==> src/rtl/rv64_multicycle_controller_if.sv <==
// Memory handshake bundle between the multicycle controller and the
// instruction/data memories.
interface rv64_multicycle_controller_if;
  logic        imem_req;
  logic        imem_ready;
  logic [31:0] imem_rdata;
  logic        dmem_req;
  logic        dmem_we;
  logic        dmem_ready;

  modport master (
    output imem_req,
    input  imem_ready,
    input  imem_rdata,
    output dmem_req,
    output dmem_we,
    input  dmem_ready
  );

  modport slave (
    input  imem_req,
    output imem_ready,
    output imem_rdata,
    input  dmem_req,
    input  dmem_we,
    output dmem_ready
  );
endinterface

==> src/rtl/rv64_multicycle_controller.sv <==
// Multicycle RV64I control FSM: owns the instruction register, sequences
// fetch/decode/exec/mem/writeback and traps on illegal opcodes or memory timeout.
module rv64_multicycle_controller #(
  parameter int MEM_TIMEOUT = 255,
  parameter int TO_W        = 8
) (
  input  logic                                clk,
  input  logic                                reset,
  rv64_multicycle_controller_if.master        mem,
  input  logic                                branch_cond,
  output logic [31:0]                         ir,
  output logic                                pc_we,
  output logic [1:0]                          pc_src,
  output logic                                reg_we,
  output logic [1:0]                          wb_sel,
  output logic                                alu_src_a,
  output logic                                alu_src_b,
  output logic                                instr_retired,
  output logic                                trap,
  output logic [2:0]                          state
);

  typedef enum logic [2:0] {
    S_FETCH  = 3'd0,
    S_DECODE = 3'd1,
    S_EXEC   = 3'd2,
    S_MEM    = 3'd3,
    S_WB     = 3'd4,
    S_TRAP   = 3'd5
  } state_t;

  localparam logic [31:0] NOP_INSN = 32'h0000_0013;
  localparam logic [TO_W-1:0] TIMEOUT_CNT = TO_W'(MEM_TIMEOUT);

  localparam logic [6:0] OP_R      = 7'b0110011;
  localparam logic [6:0] OP_I      = 7'b0010011;
  localparam logic [6:0] OP_RW     = 7'b0111011;
  localparam logic [6:0] OP_IW     = 7'b0011011;
  localparam logic [6:0] OP_LUI    = 7'b0110111;
  localparam logic [6:0] OP_AUIPC  = 7'b0010111;
  localparam logic [6:0] OP_LOAD   = 7'b0000011;
  localparam logic [6:0] OP_STORE  = 7'b0100011;
  localparam logic [6:0] OP_BRANCH = 7'b1100011;
  localparam logic [6:0] OP_JAL    = 7'b1101111;
  localparam logic [6:0] OP_JALR   = 7'b1100111;

  localparam int N_OPS = 11;
  localparam logic [N_OPS-1:0][6:0] LEGAL_OPS = {
    OP_R, OP_I, OP_RW, OP_IW, OP_LUI, OP_AUIPC,
    OP_LOAD, OP_STORE, OP_BRANCH, OP_JAL, OP_JALR
  };

  state_t            state_reg, state_next;
  logic [31:0]       ir_reg;
  logic [TO_W-1:0]   wait_reg, wait_next;

  logic [6:0]        opcode;
  logic [N_OPS-1:0]  legal_hit;
  logic              legal;
  logic              is_load, is_store, is_branch, is_jal, is_jalr, is_lui, is_auipc;
  logic              uses_rs2;

  assign opcode = ir_reg[6:0];

  genvar gi;
  generate
    for (gi = 0; gi < N_OPS; gi++) begin : g_legal
      assign legal_hit[gi] = (opcode == LEGAL_OPS[gi]);
    end
  endgenerate

  assign legal     = |legal_hit;
  assign is_load   = (opcode == OP_LOAD);
  assign is_store  = (opcode == OP_STORE);
  assign is_branch = (opcode == OP_BRANCH);
  assign is_jal    = (opcode == OP_JAL);
  assign is_jalr   = (opcode == OP_JALR);
  assign is_lui    = (opcode == OP_LUI);
  assign is_auipc  = (opcode == OP_AUIPC);
  assign uses_rs2  = (opcode == OP_R) || (opcode == OP_RW) || is_branch;

  // State register; ir only loads on a completed fetch.
  always_ff @(posedge clk) begin
    if (reset) begin
      state_reg <= S_FETCH;
      ir_reg    <= NOP_INSN;
      wait_reg  <= '0;
    end else begin
      state_reg <= state_next;
      wait_reg  <= wait_next;
      if (state_reg == S_FETCH && mem.imem_ready) begin
        ir_reg <= mem.imem_rdata;
      end
    end
  end

  always_comb begin
    state_next = state_reg;
    wait_next  = wait_reg;
    case (state_reg)
      S_FETCH: begin
        if (mem.imem_ready)               state_next = S_DECODE;
        else if (wait_reg == TIMEOUT_CNT) state_next = S_TRAP;
        else                              wait_next  = wait_reg + 1'b1;
      end
      S_DECODE: state_next = legal ? S_EXEC : S_TRAP;
      S_EXEC: begin
        if (is_branch)                 state_next = S_FETCH;
        else if (is_load || is_store)  state_next = S_MEM;
        else                           state_next = S_WB;
      end
      S_MEM: begin
        if (mem.dmem_ready)               state_next = is_store ? S_FETCH : S_WB;
        else if (wait_reg == TIMEOUT_CNT) state_next = S_TRAP;
        else                              wait_next  = wait_reg + 1'b1;
      end
      S_WB:    state_next = S_FETCH;
      S_TRAP:  state_next = S_TRAP;
      default: state_next = S_FETCH;
    endcase
    // Any state change restarts the wait count, so FETCH and MEM always begin at zero.
    if (state_next != state_reg) begin
      wait_next = '0;
    end
  end

  always_comb begin
    mem.imem_req  = 1'b0;
    mem.dmem_req  = 1'b0;
    mem.dmem_we   = 1'b0;
    pc_we         = 1'b0;
    pc_src        = 2'b00;
    reg_we        = 1'b0;
    wb_sel        = 2'b00;
    alu_src_a     = 1'b0;
    alu_src_b     = 1'b0;
    instr_retired = 1'b0;
    trap          = 1'b0;
    if (!reset) begin
      case (state_reg)
        S_FETCH: mem.imem_req = 1'b1;
        S_EXEC: begin
          alu_src_a = is_auipc;
          alu_src_b = !uses_rs2;
          if (is_branch) begin
            pc_we         = 1'b1;
            pc_src        = branch_cond ? 2'b01 : 2'b00;
            instr_retired = 1'b1;
          end
        end
        S_MEM: begin
          mem.dmem_req = 1'b1;
          mem.dmem_we  = is_store;
          if (is_store && mem.dmem_ready) begin
            pc_we         = 1'b1;
            instr_retired = 1'b1;
          end
        end
        S_WB: begin
          reg_we        = 1'b1;
          pc_we         = 1'b1;
          instr_retired = 1'b1;
          if (is_load)                wb_sel = 2'b01;
          else if (is_jal || is_jalr) wb_sel = 2'b10;
          else if (is_lui)            wb_sel = 2'b11;
          if (is_jal)                 pc_src = 2'b01;
          else if (is_jalr)           pc_src = 2'b10;
        end
        S_TRAP:  trap = 1'b1;
        default: ;
      endcase
    end
  end

  assign ir    = ir_reg;
  assign state = reset ? 3'd0 : state_reg;

endmodule

==> src/flat_wrapper.sv <==
// flat-port wrapper written by rule: the top's interface ports become plain ports
module rv64_multicycle_controller_flat 
#(
  parameter int MEM_TIMEOUT = 255,
  parameter int TO_W        = 8
)
  (clk, reset, branch_cond, ir, pc_we, pc_src, reg_we, wb_sel, alu_src_a, alu_src_b, instr_retired, trap, state, mem_imem_req, mem_imem_ready, mem_imem_rdata, mem_dmem_req, mem_dmem_we, mem_dmem_ready);
  rv64_multicycle_controller_if mem_i ();
  input  logic clk;
  input  logic reset;
  input  logic branch_cond;
  output logic [31:0] ir;
  output logic pc_we;
  output logic [1:0] pc_src;
  output logic reg_we;
  output logic [1:0] wb_sel;
  output logic alu_src_a;
  output logic alu_src_b;
  output logic instr_retired;
  output logic trap;
  output logic [2:0] state;
  output wire logic [$bits(mem_i.imem_req)-1:0] mem_imem_req;
  input wire logic [$bits(mem_i.imem_ready)-1:0] mem_imem_ready;
  input wire logic [$bits(mem_i.imem_rdata)-1:0] mem_imem_rdata;
  output wire logic [$bits(mem_i.dmem_req)-1:0] mem_dmem_req;
  output wire logic [$bits(mem_i.dmem_we)-1:0] mem_dmem_we;
  input wire logic [$bits(mem_i.dmem_ready)-1:0] mem_dmem_ready;
  assign mem_imem_req = mem_i.imem_req;
  assign mem_i.imem_ready = mem_imem_ready;
  assign mem_i.imem_rdata = mem_imem_rdata;
  assign mem_dmem_req = mem_i.dmem_req;
  assign mem_dmem_we = mem_i.dmem_we;
  assign mem_i.dmem_ready = mem_dmem_ready;
  rv64_multicycle_controller #(.MEM_TIMEOUT(MEM_TIMEOUT), .TO_W(TO_W)) u_core (.clk(clk), .reset(reset), .mem(mem_i), .branch_cond(branch_cond), .ir(ir), .pc_we(pc_we), .pc_src(pc_src), .reg_we(reg_we), .wb_sel(wb_sel), .alu_src_a(alu_src_a), .alu_src_b(alu_src_b), .instr_retired(instr_retired), .trap(trap), .state(state));
endmodule
==> config.mk <==
export PLATFORM = sky130hd
export DESIGN_NAME = rv64_multicycle_controller_flat
export DESIGN_NICKNAME = d
export VERILOG_FILES = /design/src/rtl/rv64_multicycle_controller_if.sv /design/src/rtl/rv64_multicycle_controller.sv /design/src/flat_wrapper.sv
export SDC_FILE = /design/constraint.sdc
export NUM_CORES = 1
export LEC_CHECK = 0
export ABC_AREA = 0
export BUFFER_PORTS_ARGS = -buffer_cell sky130_fd_sc_hd__buf_2
export CORE_UTILIZATION = 48
export CTS_CLUSTER_DIAMETER = 30
export CTS_CLUSTER_SIZE = 24
export DETAILED_ROUTE_END_ITERATION = 6
export MAX_ROUTING_LAYER = met4
export PLACE_DENSITY = 0.84
export SYNTH_ARGS = -nofsm -noshare
export SYNTH_HDL_FRONTEND = slang
export SYNTH_SLANG_ARGS = --single-unit
==> constraint.sdc <==
create_clock -name clk -period 2 [get_ports clk]
set_clock_uncertainty 0.05 [all_clocks]
set_input_delay 0.2 -clock clk [delete_from_list [all_inputs] [get_ports clk]]
set_output_delay 0.2 -clock clk [all_outputs]
set_load 0.01 [all_outputs]
; ---- Word level (Yosys, flattened, before mapping)
; Index checks and enable logic that the tools add are counted.
[word_totals]
word_cells = 78
out_inout_bits = 48
input_bits = 37
ff_bits = 43
[op_classes]
n_eq_ne = 20
muxes = 42
addsub = 1
n_reduce_logical = 12
[ops]
columns = operator, count
row1 = $eq 7x6->1 const B, 4
row2 = $mux 3, 8
row3 = $mux 8, 3
row4 = $eq 7x5->1 const B, 3
row5 = $eq 7x7->1 const B, 3
row6 = $mux 1, 18
row7 = $mux 2, 9
row8 = $pmux 8 s2, 1
row9 = $pmux 3 s5, 1
row10 = $reduce_or 11->1, 1
row11 = $add 8x1->8 const B, 1
row12 = $eq 8x8->1 const B, 1
row13 = $eq 7x2->1 const B, 1
row14 = $eq 3x2->1 const B, 2
row15 = $eq 3x3->1 const B, 2
row16 = $logic_or 1x1->1, 4
row17 = $ne 2x2->1 const B, 2
row18 = $pmux 2 s2, 1
row19 = $eq 3x1->1 const B, 1
row20 = $logic_not 3->1, 1
row21 = $ne 3x3->1, 1
row22 = $pmux 1 s3, 1
row23 = $reduce_and 3->1, 1
row24 = $logic_and 1x1->1, 2
row25 = 3 further kinds, 3

; ---- Depth between registers and ports, before layout
; Gate-level depths: netlist of run 1.
[logic_depth]
word_depth = 7
mapped_depth = 7
depth_no_buf = 6

; ---- Least setup slack after synthesis of run 1
; No wires, ideal clock.
[synth_path]
kind = register to output
start = register u_core.state_reg[1]
end = output port pc_we
arrival_ns = 1.753
path_slack_ns = -0.003
n_path_buf = 2
stages_incl_launch_ff = 8
t_required_ns = 1.750
cell_sequence = dfxtp_1 -> buf_2 -> nor2b_1 -> nor4b_1 -> a21oi_1 -> or2_1 -> a21oi_1 -> buf_4
[synth_between]
elab_chain_cells = 3
word_cells_on_any_way = 5
cone_classes = eq/ne (3) / mux (2)
[synth_rtl]
columns = element, line_no
row1 = "start, declared", rv64_multicycle_controller.sv:53  ; state_t state_reg, state_next;
row2 = "start signal, assigned", rv64_multicycle_controller.sv:89  ; state_reg <= state_next;
row3 = $eq 3x3->1 or $eq 3x2->1 (tied branches), n/a
row4 = $pmux 1 s3 *, n/a
row5 = $mux 1 *, n/a
row6 = "end, declared", flat_wrapper.sv:13  ; output logic pc_we;
; Mark *: on every way between the ends. The rest lies on a longest branch, timed or not.

; ---- Worst setup path in the final report of run 1
[layout_path]
start = register u_core.ir_reg[3] (netlist: u_core.ir[3])
end = output port instr_retired
[layout_between]
elab_chain_cells = 5
word_cells_on_any_way = 7
cone_classes = eq/ne (2) / mux (4) / reduce/logical (1)
[layout_rtl]
columns = element, line_no
row1 = "start, declared", rv64_multicycle_controller.sv:54  ; logic [31:0] ir_reg;
row2 = "start signal, assigned", rv64_multicycle_controller.sv:92  ; ir_reg <= mem.imem_rdata;
row3 = $eq 7x6->1, rv64_multicycle_controller.sv:74  ; assign is_store = (opcode == OP_STORE);
row4 = $logic_and 1x1->1, rv64_multicycle_controller.sv:154  ; if (is_store && mem.dmem_ready) begin
row5 = $mux 1, rv64_multicycle_controller.sv:154
row6 = $pmux 1 s3 *, rv64_multicycle_controller.sv:140  ; case (state_reg)
row7 = $mux 1 *, rv64_multicycle_controller.sv:139  ; if (!reset) begin
row8 = "end, declared", flat_wrapper.sv:19  ; output logic instr_retired;
; Marks and branches as above.

==> results.toml, run 1 <==
[status]
status = "complete, but fails checks"
violations = "setup timing"

[synthesis]
synth_nets = 314
ys_async_sr_fraction_pct = 0
avgSynthCellArea_um2 = 7.829
yosys_warnings = 0
synth_edf_count = 0
yosysSeqAreaShare_pct = 39.84
ys_seq_elements = 43
ys_types = 48
syn_area_um2 = 2161
synth-main-ff-cell = "dfxtp_1"
synthCells = 276

[timing]
setup_viol = 2
hold_viol_final = 0
slew_headroom_pct = 69.12
max_freq_ghz = 0.4904
worstMarginPinSlew_ns = 0.4597
fin_ws_ns = -0.03908
grt_setup_unrepaired = "true"
whs_ns = 0.05578
min_period_ns = 2.039
drv_slew = 0
post-route-period-util_pct = 102.0

[power]
power.total_mw = 2.980
ir_drop_v = 0.0006788
p_per_area_nw_per_um2 = 1032
leakage_nw = 1.266

[setup_path]
endpoint_kind = "output pin"
crit_family = "simple AND/OR/NAND/NOR gates"
worstPathMaxFanout = 2
crit_buf_inv = 1
path_cells = "nand3b_1 > nor4b_4 > a21oi_2 > or2_1 > a21oi_2 > buf_2"
cpMostUsedCell = "a21oi_2"
crit-reg2reg-launch = "u_core.ir[3]"
cpPeakStageDelay_ns = 0.32
crit_path_start_kind = "register"
crit_slowest_cell = "dfxtp_2"
setup.worst_path.start = "u_core.ir[3]"
worstSetupPathType = "reg -> out"
crit_required_ns = 1.75
cp.arrival_ns = 1.79

[clock_network]
cts_buffer_depth = 2
cts_made_buffers = 5
clock_latency_ns = 0.30
postCtsHoldBufs = 0
cts_root_buffer = "clkbuf_8"
cts_tree = "done"
clkSlewWorstSetupHoldPaths_ns = 0.08
clock_sinks = 43
htree_levels = 2

[layout]
layout_commonest_cell = "buf_2"
layout_common_cells = "buf_2 (84), nand2_1 (74), dfxtp_1 (38)"
utilization_pct = 66.32
drive_above_1_share_pct = 38.74
fin_nets = 401
n_antenna_cell = 0
fillCellCount = 344
areaGrowthSynthToFinish_pct = 33.64
final_cells = 416
largest_register_ffs = 32

[placed_design]
gp_congestion = 0.9683
dp_cells = 404
portBuffers = 84
place_hpwl_um = 3970
pre_cts_slack_ns = 0.1001

[floorplan]
die_area_um2 = 4774
core_um2 = 4354
floorplan.initialDensity_pct = 49.63
rows = 24
die_y_um = 69.10
fp.dieW_um = 69.10
ios = 85

[routing]
dr_total_vias = 2254
drt_iter0_drc = 157
vias_per_cell = 5.418
ant_nets = 0
dr.pass1.iters = 5
wl_per_cell_um = 14.11
drt_wl_total_um = 5868
drc = 0

[grt]
grt.total_usage_pct = 25.62
gr-total-overflow = 0
grt_max_degree = 35
grt_pass1_wl_um = 9749
grt_pass1_vias = 2076
antenna_found_initial = 0

[flow_run]
cap_viol_max_count = 0

[worst_hold_path]
hold_start = "mem_imem_rdata[4]"
hold_class = "in -> reg"
-- worst min-delay path: stages --
cell      delay (ns)
buf_2           0.07
nand2_1         0.04
nand3b_1        0.06
-- Yosys cell counts, types with 2 or more instances --
master	number	area share, %
xnor2_1	6	2.4
a21oi_2	2	0.81
nor3_2	8	3.7
or3_1	2	0.58
a21oi_1	34	7.9
clkbuf_1	14	2.4
nand3b_1	4	1.4
buf_2	5	1.2
nor4_1	4	1.2
dfxtp_1	43	40
inv_1	3	0.52
nor2b_1	5	1.4
nand3_1	5	1.2
nor3_1	8	1.9
a31oi_1	4	1.2
nand4_1	2	0.58
o21ai_0	3	0.69
nor3b_2	2	1.2
nor2_1	13	2.3
nand2_1	74	13
nand2b_1	8	2.3
-- metal layers --
metal,vias up,GRT usage (%),share of wire (%)
li1,1109,-,-
met1,1027,32.78,41
met2,103,39.16,49
met3,15,4.825,7.2
met4,0,11.79,2.7
met5,-,-,0
-- cell families (layout without fill, tap and decap cells) --
group	after synthesis	in the layout	synth area share [%]
simple gates	147	147	37.00
compound gates	53	53	14.30
flops	43	43	39.84
buf+inv	24	112	4.980
xor+xnor	7	7	2.837
fa+ha+maj	1	1	0.5789
mux	1	1	0.4632
-- repair_timing --
item / in CTS / in global routing
buffers inserted: 4 / 0
pin swaps: 4 / 1
gates resized for setup: 12 / 8
setup endpoints to repair: 5 / 7
-- power breakdown --
part	internal (mW)	switching, mW	leakage (nW)	total [mW]
Clock	0.372	0.311	0.0581	0.683
Combinational	0.491	0.704	0.854	1.19
Sequential	0.995	0.108	0.354	1.10
Total	1.86	1.12	1.27	2.98
-- cell type report --
| cell class | instances | area, µm² | share of cell area [%] |
|---|---|---|---|
| well taps | 52 | 65.06 | 2.253 |
| flip-flops and latches | 43 | 877.1 | 30.37 |
| clock buffers | 5 | 68.82 | 2.383 |
| clock inverters | 3 | 43.79 | 1.516 |
| repair buffers | 101 | 573.1 | 19.84 |
| inverters | 3 | 11.26 | 0.3899 |
| multi-input cells | 209 | 1249 | 43.24 |
-- through the flow --
step / TNS (ns) / instance area [µm²]
floorplan: 0 / 2167
global placement: 0 / 2679
detailed placement: 0 / 2679
CTS: -0.1084 / 2855
global route: -0.2646 / 2888
finish: -0.07781 / 2888
-- final timing paths --
check	end	slack, ns	cells past startpoint
min	u_core.ir[4]	0.06	3
max	instr_retired	-0.04	6
min reg2reg	u_core.ir[30]	0.40	2
max reg2reg	u_core.wait_reg[5]	0.11	6
No activity file was read; power rests on OpenSTA's default activity.
==> run 2, diff against run 1 <==
--- a/config.mk
+++ b/config.mk
@@ -6,7 +6,7 @@
 export NUM_CORES = 1
 export LEC_CHECK = 0
 export ABC_AREA = 0
-export BUFFER_PORTS_ARGS = -buffer_cell sky130_fd_sc_hd__buf_2
+export BUFFER_PORTS_ARGS = -buffer_cell sky130_fd_sc_hd__clkbuf_2
 export CORE_UTILIZATION = 48
 export CTS_CLUSTER_DIAMETER = 30
 export CTS_CLUSTER_SIZE = 24
==> run 2 against run 1 <==
  * The flow still finishes with violations (setup timing)
  * Sequential power is essentially flat
  * Fmax barely moved
  * Highest routed layer unchanged
  * Global-route usage shrank 1.2 points
  * Design area down 1.6%
  * Critical path type unchanged
  * First-iteration DRC count is 2.5% lower
  * Setup slack gained 0.00072 ns
  * Combinational power about the same
  * Register-to-register slack hardly changed
  * Critical path depth is the same
==> results.toml, run 2 (same netlist as run 1, synthesis figures left out) <==
[setup_path]
crit_buf_inv = 1
cpPeakStageDelay_ns = 0.39
crit_cells = 6
cp.arrival_ns = 1.79
crit_path_start_kind = "register"
rr_worst_depth = 6
crit_slowest_cell = "dfxtp_4"
ff2ff_setup_slack_ns = 0.10
path_cells = "nand3b_1 > nor4b_4 > a21oi_1 > or2_1 > a21oi_2 > buf_2"
worstPathMaxFanout = 5
crit-reg2reg-launch = "u_core.ir[3]"
endpoint_kind = "output pin"
crit_family = "simple AND/OR/NAND/NOR gates"
crit_required_ns = 1.75
worstSetupPathType = "reg -> out"
r2r-end = "u_core.wait_reg[5]"

[timing]
fin_ws_ns = -0.03836
whs_ns = 0.05508
hold_viol_final = 0
worstMarginPinSlew_ns = 0.3966
drv_slew = 0
grt_setup_unrepaired = "true"
max_freq_ghz = 0.4906
setup_viol = 2
post-route-period-util_pct = 101.9
min_period_ns = 2.038
slew_headroom_pct = 73.36

[routing]
vias_per_cell = 5.438
drt_wl_total_um = 5697
wl_per_cell_um = 13.69
dr.pass1.iters = 4
drc = 0
ant_nets = 0
drt_iter0_drc = 153
dr_total_vias = 2262

[floorplan]
die_area_um2 = 4774
die_y_um = 69.10
core_um2 = 4354
floorplan.initialDensity_pct = 49.63
rows = 24
ios = 85
fp.dieW_um = 69.10

[grt]
gr-total-overflow = 0
grt_pass1_vias = 2086
busiest_layer = "met2"
grtUsageMet2_pct = 39.05
use_met1_pct = 29.94
grt.total_usage_pct = 24.41
grt_max_degree = 33
antenna_found_initial = 0
grt_pass1_wl_um = 9252
grtUsageMet3_pct = 5.556

[clock_network]
cts_buffer_depth = 2
postCtsHoldBufs = 0
clkSlewWorstSetupHoldPaths_ns = 0.08
clock_latency_ns = 0.30
htree_levels = 2
clock_sinks = 43
cts_made_buffers = 5
cts_root_buffer = "clkbuf_8"
cts_tree = "done"

[status]
status = "complete, but fails checks"
violations = "setup timing"

[power]
ir_drop_v = 0.0007060
power.total_mw = 2.814
p_per_area_nw_per_um2 = 989.8
leakage_nw = 1.227

[layout]
fin_nets = 401
drive_above_1_share_pct = 37.91
final_cells = 416
areaGrowthSynthToFinish_pct = 31.56
stdcell_area_um2 = 2843
largest_register_ffs = 32
layout_common_cells = "clkbuf_2 (83), nand2_1 (74), dfxtp_1 (38)"
n_antenna_cell = 0
layout_commonest_cell = "clkbuf_2"

[placed_design]
portBuffers = 84
dpl-instance-area_um2 = 2686
gp_congestion = 0.9084
place_hpwl_um = 4030
dp_cells = 405

[worst_hold_path]
whs_path_depth = 3
hold_end = "u_core.ir[4]"
hold_class = "in -> reg"
hold_start = "mem_imem_rdata[4]"

[flow_run]
cap_viol_max_count = 0
-- run 2: changes by cell type in the layout (fill, tap and decap cells not counted), sizes merged --
cell | previous run | this run
clkbuf | 5 | 89
clkinvlp | 0 | 1
buf | 101 | 18
clkinv | 2 | 1
bufinv | 1 | 0
-- run 2: metrics by stage --
stage               setup TNS (ns)  utilization, %  setup WS, ns
floorplan                        0               -       0.07066
global placement                 0           61.70        0.2011
detailed placement               0           61.70        0.1650
CTS                        -0.1002           64.51      -0.05251
global route               -0.1536           65.29      -0.07689
finish                    -0.07362           65.29      -0.03836
-- run 2: layer usage --
layer	share of wire, %	vias up	routed length [µm]
li1	-	1112	-
met1	43	1045	2472
met2	49	92	2781
met3	6.2	13	351
met4	1.6	0	91
met5	0	-	0
-- run 2: worst max-delay path by stage --
| stage | slack [ns] | to | start |
|---|---|---|---|
| 2_1_floorplan | 0.07 | pc_we | u_core.state_reg[1] |
| 3_3_place_gp | 0.20 | instr_retired | u_core.ir[1] |
| 3_5_place_dp | 0.16 | u_core.wait_reg[5] | u_core.state_reg[2] |
| 4_1_cts | -0.05 | pc_we | u_core.ir[3] |
| 5_1_grt | -0.08 | pc_we | u_core.ir[3] |
| 6_report | -0.04 | pc_we | u_core.ir[1] |
-- run 2: tightest hold or removal path, stage by stage --
cell	delay [ns]
clkbuf_2	0.07
nand2_1	0.04
nand3b_1	0.07
-- run 2: power by group --
group / switching, mW / internal (mW) / leakage, nW
logic: 0.686 / 0.475 / 0.833
registers: 0.118 / 0.994 / 0.353
clock network: 0.297 / 0.244 / 0.0412
-- run 2: timing repair --
action | CTS | global route
setup buffers | 2 | 1
pin swaps | 4 | 2
resized for setup | 8 | 8
endpoints found under the hold margin | 0 | 0
endpoints found under the setup margin | 4 | 6
-- run 2: layout make-up --
class                      count  area (µm²)
fill                         361        1511
multi-input combinational    209        1236
sequential                    43       872.1
timing repair buffer         101       573.1
clock buffer                   6       72.57
tap                           52       65.06
clock inverter                 2       12.51
inverter                       3       11.26
